[config.mk]
export PLATFORM = sky130hd
export DESIGN_NAME = hv_efuse_load_ctrl
export DESIGN_NICKNAME = d
export VERILOG_FILES = /design/src/rtl/hv_efuse_load_ctrl.sv
export SDC_FILE = /design/constraint.sdc
export NUM_CORES = 1
export LEC_CHECK = 0
export ABC_AREA = 0
export BUFFER_PORTS_ARGS = -buffer_cell sky130_fd_sc_hd__buf_2
export CAP_MARGIN = 20
export CELL_PAD_IN_SITES_DETAIL_PLACEMENT = 2
export CELL_PAD_IN_SITES_GLOBAL_PLACEMENT = 2
export CORE_ASPECT_RATIO = 0.7
export CORE_MARGIN = 2
export CORE_UTILIZATION = 36
export CTS_CLUSTER_DIAMETER = 100
export DETAILED_ROUTE_END_ITERATION = 6
export GPL_TIMING_DRIVEN = 0
export PLACE_DENSITY_LB_ADDON = 0.1
export SETUP_SLACK_MARGIN = 0.02
export SYNTH_ARGS = -nofsm -noshare
export SYNTH_HDL_FRONTEND = slang
export SYNTH_SLANG_ARGS = --single-unit
[constraint.sdc]
create_clock -name i_clk -period 1.81 [get_ports i_clk]
set_clock_uncertainty 0.1 [all_clocks]
set_input_delay 0.181 -clock i_clk [delete_from_list [all_inputs] [get_ports i_clk]]
set_output_delay 0.181 -clock i_clk [all_outputs]
set_load 0.02 [all_outputs]
[src/rtl/hv_efuse_load_ctrl.sv]
// eFuse load sequencer: reads the fuse words into the register bank, checks the
// keyed XOR checksum and reports done/valid back to the HV control FSM.
module hv_efuse_load_ctrl #(
  parameter int                      EFUSE_WORD_NUM = 8,
  parameter int                      EFUSE_ADDR_W   = 3,
  parameter int                      EFUSE_DATA_W   = 8,
  parameter int                      SETUP_CYC      = 2,
  parameter int                      STRB_CYC       = 4,
  parameter logic [EFUSE_DATA_W-1:0] CHK_KEY        = 8'hA5
) (
  input  logic                    i_clk,
  input  logic                    i_rst_n,
  input  logic                    i_efuse_load_req,
  input  logic                    i_efuse_ctrl_reg_en,
  output logic                    o_efuse_load_done,
  output logic                    o_efuse_vld,
  output logic                    o_efuse_chk_err,
  output logic                    o_efuse_busy,
  output logic                    o_efuse_csb,
  output logic                    o_efuse_strobe,
  output logic [EFUSE_ADDR_W-1:0] o_efuse_addr,
  input  logic [EFUSE_DATA_W-1:0] i_efuse_dout,
  output logic                    o_reg_wr_en,
  output logic [EFUSE_ADDR_W-1:0] o_reg_wr_addr,
  output logic [EFUSE_DATA_W-1:0] o_reg_wr_data
);

  localparam logic [2:0] ST_IDLE  = 3'd0;
  localparam logic [2:0] ST_SETUP = 3'd1;
  localparam logic [2:0] ST_STRB  = 3'd2;
  localparam logic [2:0] ST_CAPT  = 3'd3;
  localparam logic [2:0] ST_CHK   = 3'd4;
  localparam logic [2:0] ST_DONE  = 3'd5;

  localparam int CNT_MAX = (SETUP_CYC > STRB_CYC) ? SETUP_CYC : STRB_CYC;
  localparam int CNT_W   = (CNT_MAX > 1) ? $clog2(CNT_MAX) : 1;
  localparam logic [CNT_W-1:0]        SETUP_LAST = CNT_W'(SETUP_CYC - 1);
  localparam logic [CNT_W-1:0]        STRB_LAST  = CNT_W'(STRB_CYC - 1);
  localparam logic [EFUSE_ADDR_W-1:0] LAST_IDX   = EFUSE_ADDR_W'(EFUSE_WORD_NUM - 1);

  logic [2:0]              state_r, nxt_state_s;
  logic [CNT_W-1:0]        cnt_r, nxt_cnt_s;
  logic [EFUSE_ADDR_W-1:0] idx_r, nxt_idx_s;
  logic [EFUSE_DATA_W-1:0] acc_r, chk_word_r;
  logic                    req_ff_r;
  logic                    start_s, abort_s, macro_act_s;

  assign start_s     = i_efuse_load_req & ~req_ff_r & i_efuse_ctrl_reg_en & (state_r == ST_IDLE);
  assign abort_s     = ~i_efuse_ctrl_reg_en;
  assign macro_act_s = (nxt_state_s == ST_SETUP) | (nxt_state_s == ST_STRB) | (nxt_state_s == ST_CAPT);

  // Next-state, phase counter and word index
  always_comb begin
    nxt_state_s = state_r;
    nxt_cnt_s   = cnt_r;
    nxt_idx_s   = idx_r;
    case (state_r)
      ST_IDLE: begin
        if (start_s) begin
          nxt_state_s = ST_SETUP;
          nxt_cnt_s   = {CNT_W{1'b0}};
          nxt_idx_s   = {EFUSE_ADDR_W{1'b0}};
        end else begin
          nxt_state_s = ST_IDLE;
        end
      end
      ST_SETUP: begin
        if (abort_s) begin
          nxt_state_s = ST_IDLE;
          nxt_cnt_s   = {CNT_W{1'b0}};
          nxt_idx_s   = {EFUSE_ADDR_W{1'b0}};
        end else if (cnt_r == SETUP_LAST) begin
          nxt_state_s = ST_STRB;
          nxt_cnt_s   = {CNT_W{1'b0}};
        end else begin
          nxt_cnt_s   = cnt_r + CNT_W'(1);
        end
      end
      ST_STRB: begin
        if (abort_s) begin
          nxt_state_s = ST_IDLE;
          nxt_cnt_s   = {CNT_W{1'b0}};
          nxt_idx_s   = {EFUSE_ADDR_W{1'b0}};
        end else if (cnt_r == STRB_LAST) begin
          nxt_state_s = ST_CAPT;
          nxt_cnt_s   = {CNT_W{1'b0}};
        end else begin
          nxt_cnt_s   = cnt_r + CNT_W'(1);
        end
      end
      ST_CAPT: begin
        if (abort_s) begin
          nxt_state_s = ST_IDLE;
          nxt_idx_s   = {EFUSE_ADDR_W{1'b0}};
        end else if (idx_r == LAST_IDX) begin
          nxt_state_s = ST_CHK;
        end else begin
          nxt_state_s = ST_SETUP;
          nxt_idx_s   = idx_r + EFUSE_ADDR_W'(1);
        end
      end
      ST_CHK: begin
        if (abort_s) begin
          nxt_state_s = ST_IDLE;
          nxt_idx_s   = {EFUSE_ADDR_W{1'b0}};
        end else begin
          nxt_state_s = ST_DONE;
        end
      end
      ST_DONE: begin
        nxt_state_s = ST_IDLE;
        nxt_idx_s   = {EFUSE_ADDR_W{1'b0}};
      end
      default: begin
        nxt_state_s = ST_IDLE;
        nxt_cnt_s   = {CNT_W{1'b0}};
        nxt_idx_s   = {EFUSE_ADDR_W{1'b0}};
      end
    endcase
  end

  // Sequencer state; req_ff resets high so a request already held at reset release is not an edge
  always_ff @(posedge i_clk or negedge i_rst_n) begin
    if (!i_rst_n) begin
      state_r  <= ST_IDLE;
      cnt_r    <= {CNT_W{1'b0}};
      idx_r    <= {EFUSE_ADDR_W{1'b0}};
      req_ff_r <= 1'b1;
    end else begin
      state_r  <= nxt_state_s;
      cnt_r    <= nxt_cnt_s;
      idx_r    <= nxt_idx_s;
      req_ff_r <= i_efuse_load_req;
    end
  end

  // Macro and register-bank outputs, registered from the next state
  always_ff @(posedge i_clk or negedge i_rst_n) begin
    if (!i_rst_n) begin
      o_efuse_busy      <= 1'b0;
      o_efuse_csb       <= 1'b1;
      o_efuse_strobe    <= 1'b0;
      o_efuse_addr      <= {EFUSE_ADDR_W{1'b0}};
      o_efuse_load_done <= 1'b0;
      o_reg_wr_en       <= 1'b0;
      o_reg_wr_addr     <= {EFUSE_ADDR_W{1'b0}};
      o_reg_wr_data     <= {EFUSE_DATA_W{1'b0}};
    end else begin
      o_efuse_busy      <= (nxt_state_s != ST_IDLE);
      o_efuse_csb       <= ~macro_act_s;
      o_efuse_strobe    <= (nxt_state_s == ST_STRB);
      o_efuse_addr      <= macro_act_s ? nxt_idx_s : {EFUSE_ADDR_W{1'b0}};
      o_efuse_load_done <= (nxt_state_s == ST_DONE);
      o_reg_wr_en       <= (nxt_state_s == ST_CAPT);
      o_reg_wr_addr     <= (nxt_state_s == ST_CAPT) ? nxt_idx_s : {EFUSE_ADDR_W{1'b0}};
      if ((state_r == ST_STRB) && (nxt_state_s == ST_CAPT)) begin
        o_reg_wr_data <= i_efuse_dout;
      end else begin
        o_reg_wr_data <= o_reg_wr_data;
      end
    end
  end

  // Keyed XOR accumulation over data words and checksum verdict
  always_ff @(posedge i_clk or negedge i_rst_n) begin
    if (!i_rst_n) begin
      acc_r           <= CHK_KEY;
      chk_word_r      <= {EFUSE_DATA_W{1'b0}};
      o_efuse_vld     <= 1'b0;
      o_efuse_chk_err <= 1'b0;
    end else if (start_s) begin
      acc_r           <= CHK_KEY;
      o_efuse_vld     <= 1'b0;
      o_efuse_chk_err <= 1'b0;
    end else if ((state_r == ST_CAPT) && (nxt_state_s == ST_SETUP)) begin
      acc_r <= acc_r ^ o_reg_wr_data;
    end else if ((state_r == ST_CAPT) && (nxt_state_s == ST_CHK)) begin
      chk_word_r <= o_reg_wr_data;
    end else if ((state_r == ST_CHK) && (nxt_state_s == ST_DONE)) begin
      o_efuse_vld     <= (chk_word_r == acc_r);
      o_efuse_chk_err <= (chk_word_r != acc_r);
    end else begin
      acc_r <= acc_r;
    end
  end

endmodule

==> results.txt, run 1 <==
First-pass GRT wire length -> 9960 um
Vias in the first global route -> 1844
Setup slack, reg-to-reg -> 60 ps
Clock Path Buffers -> 2
Wire per inst -> 18.6 um
Complex-gate fraction of the synthesized area -> 0.0767
Area growth syn-to-layout -> 25.8%
Post-synth EDFFs -> 0
Global Route Usage Sum -> 0.199
DRC viols -> 0
Placed Cells -> 303
Post-synthesis xor/xnor area fraction -> 0.0646
Predominant post-synthesis flop cell -> dfrtp_1
Final wirelength -> 6120 um
# rows -> 23
Final Cycle Share -> 0.969
Number of fill cells -> 610
Startpoint types -> flip-flop
Fin cells -> 329
Antenna diodes -> 0
Fin. Hold Viols -> 0
Layout cell share with drive strength beyond 1 -> 0.350
Post-route ant nets -> 0
Gr ovfl total -> 0
TritonCTS clock tree -> built
Power Density -> 833 nW/um^2
Yosys top cell by area -> dfrtp_1
Fin. max-slew vios -> 0
Arr. time, crit path -> 1890 ps
Storage cell area -> 1160 um^2
Hpwl dp -> 4310 um
Mapped Area -> 2170 um^2
Reg-to-reg critical path startpoint -> cnt_r[1]
Mux contribution to synthesized area -> 0.0415
Ranking of synthesized cells by area -> dfrtp_1 46%, dfstp_2 7.3%, xor2_1 6.5%
Pleak -> 1.37 nW
Critical path peak fanout -> 5
Post-Synthesis Net Count -> 212
Max-Cap Viols -> 0
Port Buffers -> 32
Crit. End Element -> flip-flop
H-tree levels -> 2
Synth Warn # -> 0
Routability congestion estimate -> 0.761
CTS root buffer -> clkbuf_8
Starting Density -> 0.375
Drt first pass iters -> 4
Die width -> 96.8 um
R2R Path End -> o_efuse_csb
Adder-Cell Fraction of Synth Area -> 0.0231
Clk sinks -> 46
Die Ht -> 68.9 um
Status -> finished, final reports clean
Commonest cells in the netlist -> 40 x dfrtp_1, 35 x nand2_1, 16 x xor2_1
Most common cell in the netlist -> dfrtp_1
Area used by multi-input combinational logic -> 961 um^2
Post-Synthesis Cells -> 196
Setup Crit Path Kind -> flip-flop to flip-flop
Distinct cells, synth -> 48
I/O pin count -> 33
Req. time, crit path -> 1950 ps
Worst Hold Class -> input port to asynchronous set/reset pin
DIE AREA -> 6670 um^2
Largest net degree at the start of global routing -> 47
Final worst path period need -> 1750 ps
CTS clk-pin slew, worst paths -> 90 ps
Slew at the pin with the worst max-slew slack -> 278 ps
Clk_lat worst skew -> 300 ps
Total CTS buffers -> 5
Reg2reg path depth -> 7
Register area share after synthesis -> 0.534
#FFs+latches synth -> 46
Setup Viol. Count Final -> 0
Maximum vdd drop -> 0.449 mV
Syn avg cell area -> 11.1 um^2
Post-Synth Simple-Gate Area -> 0.219
Initial antenna violation count -> 0
DR vias/cell -> 5.07
Largest family of logic cells by synthesized area -> simple AND/OR/NAND/NOR gates
RSZ-0062 raised after global routing -> yes
Total core area -> 5780 um^2
Final nets -> 269
Ys async rst share -> 1.00
Relative slew slack -> 0.813
Vias -> 1669
Fmax -> 0.570 GHz
Share of the synthesized area in the top cell type -> 0.462
Setup TNS -> 0 ps
DR iter-0 viols -> 72
sequential cells by signal, summed over array words and instances (netlist names):
signal,count
acc_r,8
chk_word_r,8
o_reg_wr_data,8
idx_r,3
o_efuse_addr,3
o_reg_wr_addr,3
state_r,3
cnt_r,2
o_efuse_busy,1
o_efuse_chk_err,1
o_efuse_csb,1
o_efuse_load_done,1
o_efuse_strobe,1
o_efuse_vld,1
o_reg_wr_en,1
req_ff_r,1
worst max-delay path, cell delays in order (launching register included):
cell     delay (ps)
dfrtp_1         400
inv_1            80
ha_2            190
nor3b_2         250
a22o_1          250
nor4b_4          70
buf_4           160
or2_1           200
worst max path at each step:
stage / startpoint / endpoint / slack (ps) / depth (start not counted)
6_report: cnt_r[1] / o_efuse_csb / 60 / 7
5_1_grt: state_r[0] / o_efuse_addr[0] / -20 / 6
4_1_cts: cnt_r[1] / o_efuse_addr[1] / 30 / 7
3_5_place_dp: cnt_r[0] / o_efuse_addr[0] / -40 / 6
3_3_place_gp: cnt_r[0] / o_efuse_addr[1] / 20 / 6
2_1_floorplan: cnt_r[0] / o_efuse_addr[1] / 240 / 6
through the flow:
step | total power [mW] | worst slack [ps] | hold WS [ps] | utilization | area (um^2)
6_report | 2.27 | 56.3 | 140 | 0.472 | 2730
5_1_grt | 2.41 | -23.7 | 154 | 0.472 | 2730
4_1_cts | 2.26 | 31.7 | 2.67 | 0.456 | 2640
3_5_place_dp | 1.59 | -37.7 | 217 | 0.419 | 2420
3_3_place_gp | 1.54 | 19.1 | 211 | 0.419 | 2420
2_1_floorplan | 1.43 | 236 | -215 | - | 2170
final cells by class:
class | count | area share
Clock buffer | 6 | 0.0266
Tap cell | 75 | 0.0344
Buffer | 8 | 0.0229
Sequential cell | 46 | 0.425
Clock inverter | 2 | 0.00505
Timing Repair Buffer | 50 | 0.122
Inverter | 8 | 0.0119
Multi-Input combinational cell | 134 | 0.352
cells in the final DEF, fill, tap and decap left out, types with 2 or more instances in the layout:
master / instances
dfrtp_1: 40
nand2_1: 34
buf_2: 33
xor2_1: 16
buf_4: 11
nand3_1: 11
nor2_1: 10
dlygate4sd3_1: 10
mux2_2: 8
inv_1: 7
nand2b_1: 6
dfstp_2: 6
a21oi_1: 5
clkbuf_8: 5
nand3b_1: 3
nor2b_1: 2
o21ai_2: 2
buf_6: 2
o21ai_0: 2
nor4_1: 2
ha_2: 2
ha_1: 2
kinds of logic after synthesis:
| logic type | count (synthesis) |
|---|---|
| compound gates | 21 |
| xor+xnor | 16 |
| fa+ha+maj | 4 |
| buf+inv | 16 |
| flops | 46 |
| mux | 8 |
| simple gates | 85 |
timing repair:
item	CTS	global route
gates resized for setup	4	10
pin swaps	2	2
buffers inserted	4	3
endpoints found under the hold margin	9	41
setup endpoints to repair	5	15
hold buffers	9	1
where the power goes:
part | switching, mW | internal, mW
combinational | 0.271 | 0.197
clock | 0.366 | 0.273
sequential | 0.0632 | 1.10
routing by layer:
layer	global-route usage	part of all wire	up-vias	wire [um]
met2	0.346	0.49	39	2980
met4	0.0634	0.013	0	77
met5	0	0	-	0
met1	0.257	0.47	855	2890
li1	-	-	768	-
met3	0.0373	0.029	7	178
Power figures use the tool's default switching activity.
==> inputs of run 2 (changes only) <==
CELL_PAD_IN_SITES_DETAIL_PLACEMENT = 0   (was 2)
TNS_END_PERCENT = 30   (was default)
==> results.txt, run 2 (same netlist as run 1, synthesis figures left out) <==
Post-layout power -> 2.23 mW
Clock Path Buffers -> 2
Relative slew slack -> 0.735
Slew at the pin with the worst max-slew slack -> 395 ps
I/O pin count -> 33
Gr ovfl total -> 0
DRC viols -> 0
Req. time, crit path -> 1960 ps
Startpoint types -> flip-flop
Total CTS buffers -> 5
Clk_lat worst skew -> 300 ps
Fin. max-slew vios -> 0
Global Route Usage Sum -> 0.156
Commonest non-fill, non-tap cell in the layout -> dfrtp_1
DR iter-0 viols -> 64
Setup Viol. Count Final -> 0
PnR worst setup slack -> 100 ps
Critical path peak fanout -> 5
DR vias/cell -> 4.78
Vias -> 1562
CTS root buffer -> clkbuf_8
Setup Crit Path Kind -> flip-flop to flip-flop
Clk sinks -> 46
Power Density -> 829 nW/um^2
TritonCTS clock tree -> built
Routability congestion estimate -> 0.761
Hpwl dp -> 3390 um
H-tree levels -> 2
Fin. Hold Viols -> 0
Pleak -> 1.36 nW
# rows -> 23
Initial antenna violation count -> 0
Core Util, Final -> 0.466
Status -> finished, final reports clean
Final wirelength -> 4770 um
Commonest non-fill, non-tap cells in the layout -> 40 x dfrtp_1, 34 x nand2_1, 34 x buf_2
Final Cycle Share -> 0.945
RSZ-0062 raised after global routing -> yes
Worst Hold Class -> input port to asynchronous set/reset pin
Final worst path period need -> 1710 ps
DIE AREA -> 6670 um^2
Starting Density -> 0.375
Layout cell share with drive strength beyond 1 -> 0.333
Area growth syn-to-layout -> 24.2%
Maximum vdd drop -> 0.324 mV
Antenna diodes -> 0
Post-route ant nets -> 0
Port Buffers -> 32
Die Ht -> 68.9 um
Vias in the first global route -> 1525
Setup TNS -> 0 ps
Die width -> 96.8 um
Drt first pass iters -> 5
Final nets -> 267
Hold WS -> 142 ps
Largest regs -> acc_r: 8 flops, chk_word_r: 8 flops, o_reg_wr_data: 8 flops
Fmax -> 0.585 GHz
Crit. End Element -> flip-flop
Number of fill cells -> 544
Total core area -> 5780 um^2
Largest net degree at the start of global routing -> 47
Wire per inst -> 14.6 um
Max-Cap Viols -> 0
First-pass GRT wire length -> 7910 um
CTS clk-pin slew, worst paths -> 90 ps
Place WS -> 6.88 ps
Arr. time, crit path -> 1860 ps
## run 2: worst max-delay path: stages (launching register included)
cell	delay, ps
dfrtp_1	410
ha_1	230
nor4bb_2	180
nand2_2	130
inv_4	50
nor4b_4	410
or2_1	160
## run 2: final timing paths
kind                                    end                start  depth (start not counted)  slack [ps]
max                             o_efuse_csb             cnt_r[0]                          6         100
min                         o_efuse_addr[0]              i_rst_n                          2         140
max reg2reg                     o_efuse_csb             cnt_r[0]                          6         100
min reg2reg                o_reg_wr_data[1]     o_reg_wr_data[1]                          2         430
max in group asynchronous          acc_r[5]              i_rst_n                          3         950
min in group i_clk               state_r[1]  i_efuse_ctrl_reg_en                          4         250
## run 2: final cells by class
cell class                 count  area [um^2]  area share
buffer                         8         62.6      0.0232
clock inverter                 2         13.8     0.00511
tap                           75         93.8      0.0348
inverter                       8         32.5      0.0121
timing repair buffer          48          318       0.118
multi-input combinational    134          942       0.350
clock buffer                   6         72.6      0.0269
sequential                    46         1160       0.430
## run 2: power by group
part           total, mW  switching (mW)  leakage, nW  internal (mW)
combinational      0.430           0.244        0.700          0.186
sequential          1.16          0.0584        0.615           1.10
clock              0.641           0.367       0.0452          0.273
total               2.23           0.669         1.36           1.56
## run 2: through the flow
| step | cell area, um^2 | instances |
|---|---|---|
| 2_1_floorplan | 2170 | 196 |
| 3_3_place_gp | 2420 | 303 |
| 3_5_place_dp | 2420 | 303 |
| 4_1_cts | 2630 | 323 |
| 5_1_grt | 2690 | 327 |
| 6_report | 2690 | 327 |
## run 2: per-layer routing
layer | track usage | wire (um) | vias to the layer above
li1 | - | - | 769
met1 | 0.225 | 2560 | 749
met2 | 0.231 | 1970 | 37
met3 | 0.0313 | 170 | 7
met4 | 0.0634 | 69 | 0
met5 | 0 | 0 | -
## run 2: what timing repair did
| item | CTS | global route |
|---|---|---|
| hold endpoints to repair | 49 | 0 |
| gates cloned | 0 | 0 |
| setup endpoints to repair | 5 | 12 |
| hold buffers | 10 | 0 |
| setup buffers | 2 | 4 |
| gates resized for setup | 1 | 10 |
| pin swaps | 2 | 5 |
